**src/rtl/hls_mac_pkg.sv**
```systemverilog
// Shared constants and arithmetic helpers for the hls_mac_pipe multiply-accumulate unit.
// Helpers operate on a 64-bit signed working width, so the accumulator width must stay at or below 62 bits.
package hls_mac_pkg;

    localparam logic MODE_MUL = 1'b0;
    localparam logic MODE_ACC = 1'b1;

    // Arithmetic right shift with round-half-up; a shift of zero passes the value through.
    function automatic logic signed [63:0] round_shift(input logic signed [63:0] v, input int sh);
        if (sh <= 0) begin
            return v;
        end
        return (v + (64'sd1 <<< (sh - 1))) >>> sh;
    endfunction

    function automatic logic sat_hit(input logic signed [63:0] v, input int pw);
        logic signed [63:0] hi;
        logic signed [63:0] lo;
        hi = (64'sd1 <<< (pw - 1)) - 64'sd1;
        lo = -(64'sd1 <<< (pw - 1));
        return (v > hi) || (v < lo);
    endfunction

    function automatic logic signed [63:0] saturate(input logic signed [63:0] v, input int pw);
        logic signed [63:0] hi;
        logic signed [63:0] lo;
        hi = (64'sd1 <<< (pw - 1)) - 64'sd1;
        lo = -(64'sd1 <<< (pw - 1));
        if (v > hi) begin
            return hi;
        end
        if (v < lo) begin
            return lo;
        end
        return v;
    endfunction

endpackage

```
**src/rtl/hls_mac_pipe_mul_pipe.sv**
```systemverilog
// Enable-gated operand extension register followed by MUL_STAGES product registers.
// The valid bit and the mode/first/last side-band travel alongside each beat.
module hls_mac_mul_pipe
    import hls_mac_pkg::*;
#(
    parameter int A_WIDTH    = 13,
    parameter int A_SIGNED   = 0,
    parameter int B_WIDTH    = 14,
    parameter int B_SIGNED   = 1,
    parameter int MUL_STAGES = 3
) (
    input  logic                             clk,
    input  logic                             rst_n,
    input  logic                             i_en,
    input  logic                             i_valid,
    input  logic [A_WIDTH-1:0]               i_a,
    input  logic [B_WIDTH-1:0]               i_b,
    input  logic                             i_mode,
    input  logic                             i_first,
    input  logic                             i_last,
    output logic                             o_valid,
    output logic                             o_mode,
    output logic                             o_first,
    output logic                             o_last,
    output logic signed [A_WIDTH+B_WIDTH:0]  o_prod
);

    localparam int PW = A_WIDTH + B_WIDTH + 1;

    logic                 w_a_msb;
    logic                 w_b_msb;
    logic signed [PW-1:0] w_a_ext;
    logic signed [PW-1:0] w_b_ext;

    logic signed [PW-1:0] r_a;
    logic signed [PW-1:0] r_b;
    logic signed [PW-1:0] r_prod [1:MUL_STAGES];
    logic [MUL_STAGES:0]  r_v;
    logic [MUL_STAGES:0]  r_mode;
    logic [MUL_STAGES:0]  r_first;
    logic [MUL_STAGES:0]  r_last;

    // PW bits hold the exact product of any signed/unsigned operand mix.
    assign w_a_msb = (A_SIGNED != 0) ? i_a[A_WIDTH-1] : 1'b0;
    assign w_b_msb = (B_SIGNED != 0) ? i_b[B_WIDTH-1] : 1'b0;
    assign w_a_ext = {{(PW - A_WIDTH){w_a_msb}}, i_a};
    assign w_b_ext = {{(PW - B_WIDTH){w_b_msb}}, i_b};

    always_ff @(posedge clk or negedge rst_n) begin
        if (!rst_n) begin
            r_a     <= '0;
            r_b     <= '0;
            r_v     <= '0;
            r_mode  <= '0;
            r_first <= '0;
            r_last  <= '0;
            for (int s = 1; s <= MUL_STAGES; s++) begin
                r_prod[s] <= '0;
            end
        end else if (i_en) begin
            r_a       <= w_a_ext;
            r_b       <= w_b_ext;
            r_v       <= {r_v[MUL_STAGES-1:0], i_valid};
            r_mode    <= {r_mode[MUL_STAGES-1:0], i_mode};
            r_first   <= {r_first[MUL_STAGES-1:0], i_first};
            r_last    <= {r_last[MUL_STAGES-1:0], i_last};
            r_prod[1] <= r_a * r_b;
            for (int s = 2; s <= MUL_STAGES; s++) begin
                r_prod[s] <= r_prod[s-1];
            end
        end
    end

    assign o_valid = r_v[MUL_STAGES];
    assign o_mode  = r_mode[MUL_STAGES];
    assign o_first = r_first[MUL_STAGES];
    assign o_last  = r_last[MUL_STAGES];
    assign o_prod  = r_prod[MUL_STAGES];

endmodule

```
**src/rtl/hls_mac_pipe.sv**
```systemverilog
// Pipelined multiply-accumulate for the dense-layer datapath: multiplier pipe, accumulator
// with a multiply-only bypass, round/saturate output register and valid/ready handshake.
module hls_mac_pipe
    import hls_mac_pkg::*;
#(
    parameter int A_WIDTH    = 13,
    parameter int A_SIGNED   = 0,
    parameter int B_WIDTH    = 14,
    parameter int B_SIGNED   = 1,
    parameter int MUL_STAGES = 3,
    parameter int ACC_WIDTH  = 32,
    parameter int SHIFT      = 0,
    parameter int P_WIDTH    = 23
) (
    input  logic               clk,
    input  logic               reset,
    input  logic               in_valid,
    output logic               in_ready,
    input  logic [A_WIDTH-1:0] in_a,
    input  logic [B_WIDTH-1:0] in_b,
    input  logic               in_mode,
    input  logic               in_first,
    input  logic               in_last,
    output logic               out_valid,
    input  logic               out_ready,
    output logic [P_WIDTH-1:0] out_p,
    output logic               out_sat
);

    localparam int PW = A_WIDTH + B_WIDTH + 1;

    // Handshake: a beat transfers on a rising edge where valid and ready are both high.
    // The whole pipe advances only when the output slot is empty or being drained, so
    // in_ready never depends on in_valid and out_valid never drops without out_ready.
    logic                        w_adv;
    logic                        w_pv;
    logic                        w_pmode;
    logic                        w_pfirst;
    logic                        w_plast;
    logic signed [PW-1:0]        w_prod;
    logic signed [ACC_WIDTH-1:0] w_prod_acc;
    logic signed [ACC_WIDTH-1:0] w_sum;
    logic signed [ACC_WIDTH-1:0] w_emit_val;
    logic signed [63:0]          w_rounded;
    logic                        w_emit;

    logic signed [ACC_WIDTH-1:0] r_acc;
    logic                        r_out_valid;
    logic [P_WIDTH-1:0]          r_out_p;
    logic                        r_out_sat;

    assign w_adv    = !r_out_valid || out_ready;
    assign in_ready = w_adv;

    hls_mac_mul_pipe #(
        .A_WIDTH    (A_WIDTH),
        .A_SIGNED   (A_SIGNED),
        .B_WIDTH    (B_WIDTH),
        .B_SIGNED   (B_SIGNED),
        .MUL_STAGES (MUL_STAGES)
    ) u_mul (
        .clk     (clk),
        .rst_n   (reset),
        .i_en    (w_adv),
        .i_valid (in_valid),
        .i_a     (in_a),
        .i_b     (in_b),
        .i_mode  (in_mode),
        .i_first (in_first),
        .i_last  (in_last),
        .o_valid (w_pv),
        .o_mode  (w_pmode),
        .o_first (w_pfirst),
        .o_last  (w_plast),
        .o_prod  (w_prod)
    );

    // Multiply-only beats bypass the accumulator so an in-progress sum is untouched.
    assign w_prod_acc = ACC_WIDTH'(w_prod);
    assign w_sum      = w_pfirst ? w_prod_acc : (r_acc + w_prod_acc);
    assign w_emit     = w_pv && ((w_pmode == MODE_MUL) || w_plast);
    assign w_emit_val = (w_pmode == MODE_MUL) ? w_prod_acc : w_sum;
    assign w_rounded  = round_shift(64'(w_emit_val), SHIFT);

    always_ff @(posedge clk or negedge reset) begin
        if (!reset) begin
            r_acc <= '0;
        end else if (w_adv && w_pv && (w_pmode == MODE_ACC)) begin
            r_acc <= w_sum;
        end
    end

    always_ff @(posedge clk or negedge reset) begin
        if (!reset) begin
            r_out_valid <= 1'b0;
            r_out_p     <= '0;
            r_out_sat   <= 1'b0;
        end else if (w_adv) begin
            r_out_valid <= w_emit;
            if (w_emit) begin
                r_out_p   <= P_WIDTH'(saturate(w_rounded, P_WIDTH));
                r_out_sat <= sat_hit(w_rounded, P_WIDTH);
            end
        end
    end

    assign out_valid = r_out_valid;
    assign out_p     = r_out_p;
    assign out_sat   = r_out_sat;

endmodule

```
**config.mk**
```make
export PLATFORM = sky130hd
export DESIGN_NAME = hls_mac_pipe
export DESIGN_NICKNAME = d
export VERILOG_FILES = /design/src/rtl/hls_mac_pkg.sv /design/src/rtl/hls_mac_pipe_mul_pipe.sv /design/src/rtl/hls_mac_pipe.sv
export SDC_FILE = /design/constraint.sdc
export NUM_CORES = 1
export LEC_CHECK = 0
export BUFFER_PORTS_ARGS = -buffer_cell sky130_fd_sc_hd__buf_4
export CAP_MARGIN = 20
export CORE_MARGIN = 4
export CORE_UTILIZATION = 47
export DETAILED_ROUTE_END_ITERATION = 10
export PLACE_DENSITY = 0.61
export SLEW_MARGIN = 20
export SYNTH_ARGS = -nofsm -noshare
export SYNTH_HDL_FRONTEND = slang
export SYNTH_HIERARCHICAL = 1
export SYNTH_SLANG_ARGS = --single-unit
```
**constraint.sdc**
```tcl
create_clock -name clk -period 7.29 [get_ports clk]
set_clock_uncertainty 0.2 [all_clocks]
set_input_delay 0.729 -clock clk [delete_from_list [all_inputs] [get_ports clk]]
set_output_delay 0.729 -clock clk [all_outputs]
set_load 0.01 [all_outputs]
```
* After elaboration in Yosys (flattened, before gate mapping)
Cells that the tools add are included.
Storage, ports and cells: input port bits 34, output and inout port bits 26, logic and storage cells 39, bits in registers 184
Cells by class: $add $sub $neg 1, $lt $le $gt $ge 2, mux-type cells 13, bitwise gates (word level) 1, multiply operators 1, reduce and logical (&&, ||, !) cells 8
Operator list (number):
- $mux 23 | 4
- $mux 32 | 2
- $add 32x28->32 | 1
- $gt 32x23->1 const B | 1
- $lt 32x23->1 const B | 1
- $mul 14x14->28 | 1
- $mux 1 | 7
- $logic_and 1x1->1 | 3
- $logic_or 1x1->1 | 3
- $reduce_and 2->1 | 1
- $logic_not 1->1 | 1
- $not 1->1 | 1

* Longest topological paths before layout
word-level depth 12, mapped depth 22, depth with buffers taken out 20

* Hierarchy
Netlist, hierarchy kept.
Modules (own cells, without submodules):
- hls_mac_mul_pipe | times used 1, cells each 1087, area an instance 11511.0 um2, sequential area each 3178.0 um2
- hls_mac_pipe | times used 1, cells each 609, area an instance 5064.9 um2, sequential area each 1426.4 um2

* Least setup slack after synthesis
Ideal clock, no wire load.
path type register to register, from register u_mul/r_b[13] (netlist name), to register u_mul/r_prod[74] (netlist bit), period minus slack after synthesis 5985 ps, setup time 125 ps, slack 1305 ps, arrival 5661 ps, data required time 6965 ps, path buffers 2, stages on the path, launching flop included 20, cells stage by stage dfrtp_1 > clkbuf_1 > nand2b_1 > fa_1 > fa_1 > inv_1 > fa_1 > fa_1 > fa_1 > inv_1 > fa_1 > inv_1 > ha_1 > a21oi_1 > o211a_1 > o31ai_1 > or3_1 > clkbuf_1 > xor2_1 > mux2_2
On the way: longest elaborated chain between the ends 1
Ends and longest elaborated chain:
- $mul 14x14->28 | line hls_mac_pipe_mul_pipe.sv:67 | r_prod[1] <= r_a * r_b;
- end signal, assigned by index | line hls_mac_pipe_mul_pipe.sv:69 | r_prod[s] <= r_prod[s-1];
- end, declared | line hls_mac_pipe_mul_pipe.sv:37 | logic signed [PW-1:0] r_prod [1:MUL_STAGES];
No other way between the ends. A chain may end at the register's enable or synchronous reset.

* Final worst setup path
from register u_mul.r_a[3], to register u_mul/r_prod[74] (netlist bit)
On the way: longest elaborated chain between the ends 1
Ends and longest elaborated chain:
- start, declared | line hls_mac_pipe_mul_pipe.sv:35 | logic signed [PW-1:0] r_a;
- start signal, assigned | line hls_mac_pipe_mul_pipe.sv:61 | r_a <= w_a_ext;
- $mul 14x14->28 | line hls_mac_pipe_mul_pipe.sv:67
No other way between the ends.

==> results.md <==
* Syn_area_per_cell at 9.77 um^2
* Antenna violations before repair at 0
* CP max FO at 15
* Die height at 196 um
* Most used DFF post-synth: dfrtp_1
* I/O Pins at 60
* Share of cells above drive strength 1 at 17.7%
* FP Rows at 68
* Drt wl/cell at 17.1 um
* Avg Vias per Cell at 5.54
* Final #Nets at 1972
* Post-synthesis sequential area ratio at 27.8%
* Routed vias at 11.8k
* Vias in the first global route at 12.1k
* Max-slew headroom at 22.0%
* CTS buffer count at 17
* Synthesis-to-finish area growth at 7.23%
* Critical path required time at 7.44 ns
* Grt ovf at 0
* Critical path data arrival time at 6.54 ns
* RSZ-0062 raised after global routing: no
* Total wire length at 36600 um
* Leading area contributor after synthesis: dfrtp_1
* Synthesized Nets at 1999
* EDFF count, synth at 0
* FILL cells at 3167
* Commonest non-fill, non-tap cell in the layout: inv_1
* Hold Path Class: in2async
* CP max-delay cell: dfrtp_1
* Max incr delay on CP at 0.56 ns
* DRC Markers at 0
* Worst path bufs/invs at 4
* IO buf count at 59
* Count of cell types in the netlist at 85
* Top cells by area, synth: dfrtp_1, fa_1, ha_1
* Starting DRC count in detailed routing at 631
* Cts hold-fix bufs at 0
* WS Path Type: reg2reg
* Max-slew violation count at 0
* Status: completed
* Commonest cells after routing, fill and taps aside: inv_1, dfrtp_1, nand2_1, ha_1, fa_1
* Ys async rst share at 100%
* Core area at 34600 um^2
* Top delay family on crit path: adder cells
* Final Hold Vio Count at 0
* Clk buf depth at 2
* R2R setup slack at 0.89 ns
* Critical path endpoint category: flop
* Starting Density at 47.9%
* Flops & latches, synth at 184
* Post-DP HPWL at 27800 um
* Area of the die at 38300 um^2
* Final core occ at 51.3%
* First-pass GRT wire length at 63400 um
* CTS root buf: clkbuf_16
* Crit path launch type: flop
* Gp weighted congestion at 0.888
* H-Tree Depth at 4
* Chip width at 196 um
* Synth Warn # at 6
* N_diodes at 0
* Mapped Area at 16600 um^2
* Pin count of the biggest net entering global routing at 93
* Final setup fails at 0
* Max cap viols at 0
* Post-Syn Instances at 1696
* Clk sink count at 184
* Cell mode on critical path: fa_1
* Final min period at 6.40 ns
* Max Freq at 156 MHz
* R2R depth at 18
* Share of the synthesized area in the top cell type at 27.8%
* Worst-margin pin slew at 1.17 ns
* Setup bufs post-CTS at 0
* CTS tree: built
* Clock latency on the worst-skew pair at 0.45 ns
* Period utilization at 87.8%
* TNS Setup at 0 ns
* Critical Path, Cell by Cell: and2_1 > fa_1 > inv_1 > fa_1 > inv_1 > fa_1 > fa_1 > fa_1 > inv_1 > fa_1 > inv_1 > ha_1 > a21oi_1 > o211a_1 > o31ai_1 > or3_1 > xor2_1 > mux2_2
* 1st-pass router iterations at 4
* Gr usage total at 20.1%
* # resized after CTS at 0
* Antenna viol nets, final at 0
* CP Depth at 18
* Reg clk slew, reported paths at 0.08 ns
==> Yosys cell counts (20+ instances only) <==
library cell	n
nand2_1	173
ha_1	138
clkbuf_1	67
inv_1	185
o21ai_0	56
nand3_1	24
mux2_2	120
fa_1	131
a211oi_2	20
buf_4	30
and2_1	102
dfrtp_1	184
nor2_1	90
xnor2_1	23
a21oi_1	86
==> cells by family (layout without fill, tap and decap cells) <==
kind of cell / count (synthesis) / count (layout) / share of synthesized area, %
AOI/OAI and AO/OA: 305 / 305 / 13.7
muxes: 131 / 131 / 8.85
buffers and inverters: 304 / 290 / 7.82
adders and majority gates: 269 / 269 / 26.2
xor gates and xnor gates: 42 / 42 / 2.26
and+or+nand+nor: 461 / 461 / 13.4
DFF: 184 / 184 / 27.8
==> layer usage <==
| layer | vias to the layer above | GRT usage, % | wire, um |
|---|---|---|---|
| met2 | 217 | 33.3 | 17600 |
| met3 | 44 | 2.52 | 1210 |
| li1 | 5627 | - | - |
| met5 | - | 0 | 0 |
| met4 | 0 | 5.48 | 697 |
| met1 | 5954 | 28.1 | 17200 |
==> path summary, 6_finish.rpt <==
| path | end | from |
|---|---|---|
| worst max-delay path | u_mul/r_prod[74] | u_mul/r_a[3] |
| worst max register to register | u_mul/r_prod[74] | u_mul/r_a[3] |
| worst min register to register | u_mul/r_prod[64] | u_mul/r_prod[64] |
| min in group clk | u_mul/r_prod[64] | u_mul/r_prod[64] |
| max in group asynchronous | u_mul/r_first[3] | reset |
| worst min-delay path | u_mul/o_prod[0] | reset |
==> registers in the layout, summed over array words and instances (netlist names) <==
signal and count:
u_mul/r_prod 56, r_acc 32, u_mul/o_prod 28, out_p 23
u_mul/r_b 14, u_mul/r_a 13, u_mul/r_first 4, u_mul/r_last 4
u_mul/r_mode 4, u_mul/r_v 4, out_sat 1, out_valid 1
==> metrics by stage <==
step	setup slack (ns)	hold WS [ns]	cell area [um^2]	instances
final	0.892	0.137	17800	2137
after CTS	0.911	0.169	17800	2136
after detailed placement	0.917	0.269	17100	2104
after global routing	0.628	0.201	17800	2137
after floorplan	1.30	0.233	16600	1696
after global placement	1.09	0.263	17100	2104
==> layout make-up <==
type	count	area, um^2	share of cell area, %
clock buffer	18	439	2.47
clock inverter	14	205	1.15
inverter	185	694	3.91
multi-input combinational	1208	10700	60.2
sequential	184	4610	25.9
tap	455	569	3.20
timing repair buffer	73	562	3.16
Power is left out: the tool's default activity adds up to more than one toggle a clock period on the data nets, which glitch-free logic cannot reach.
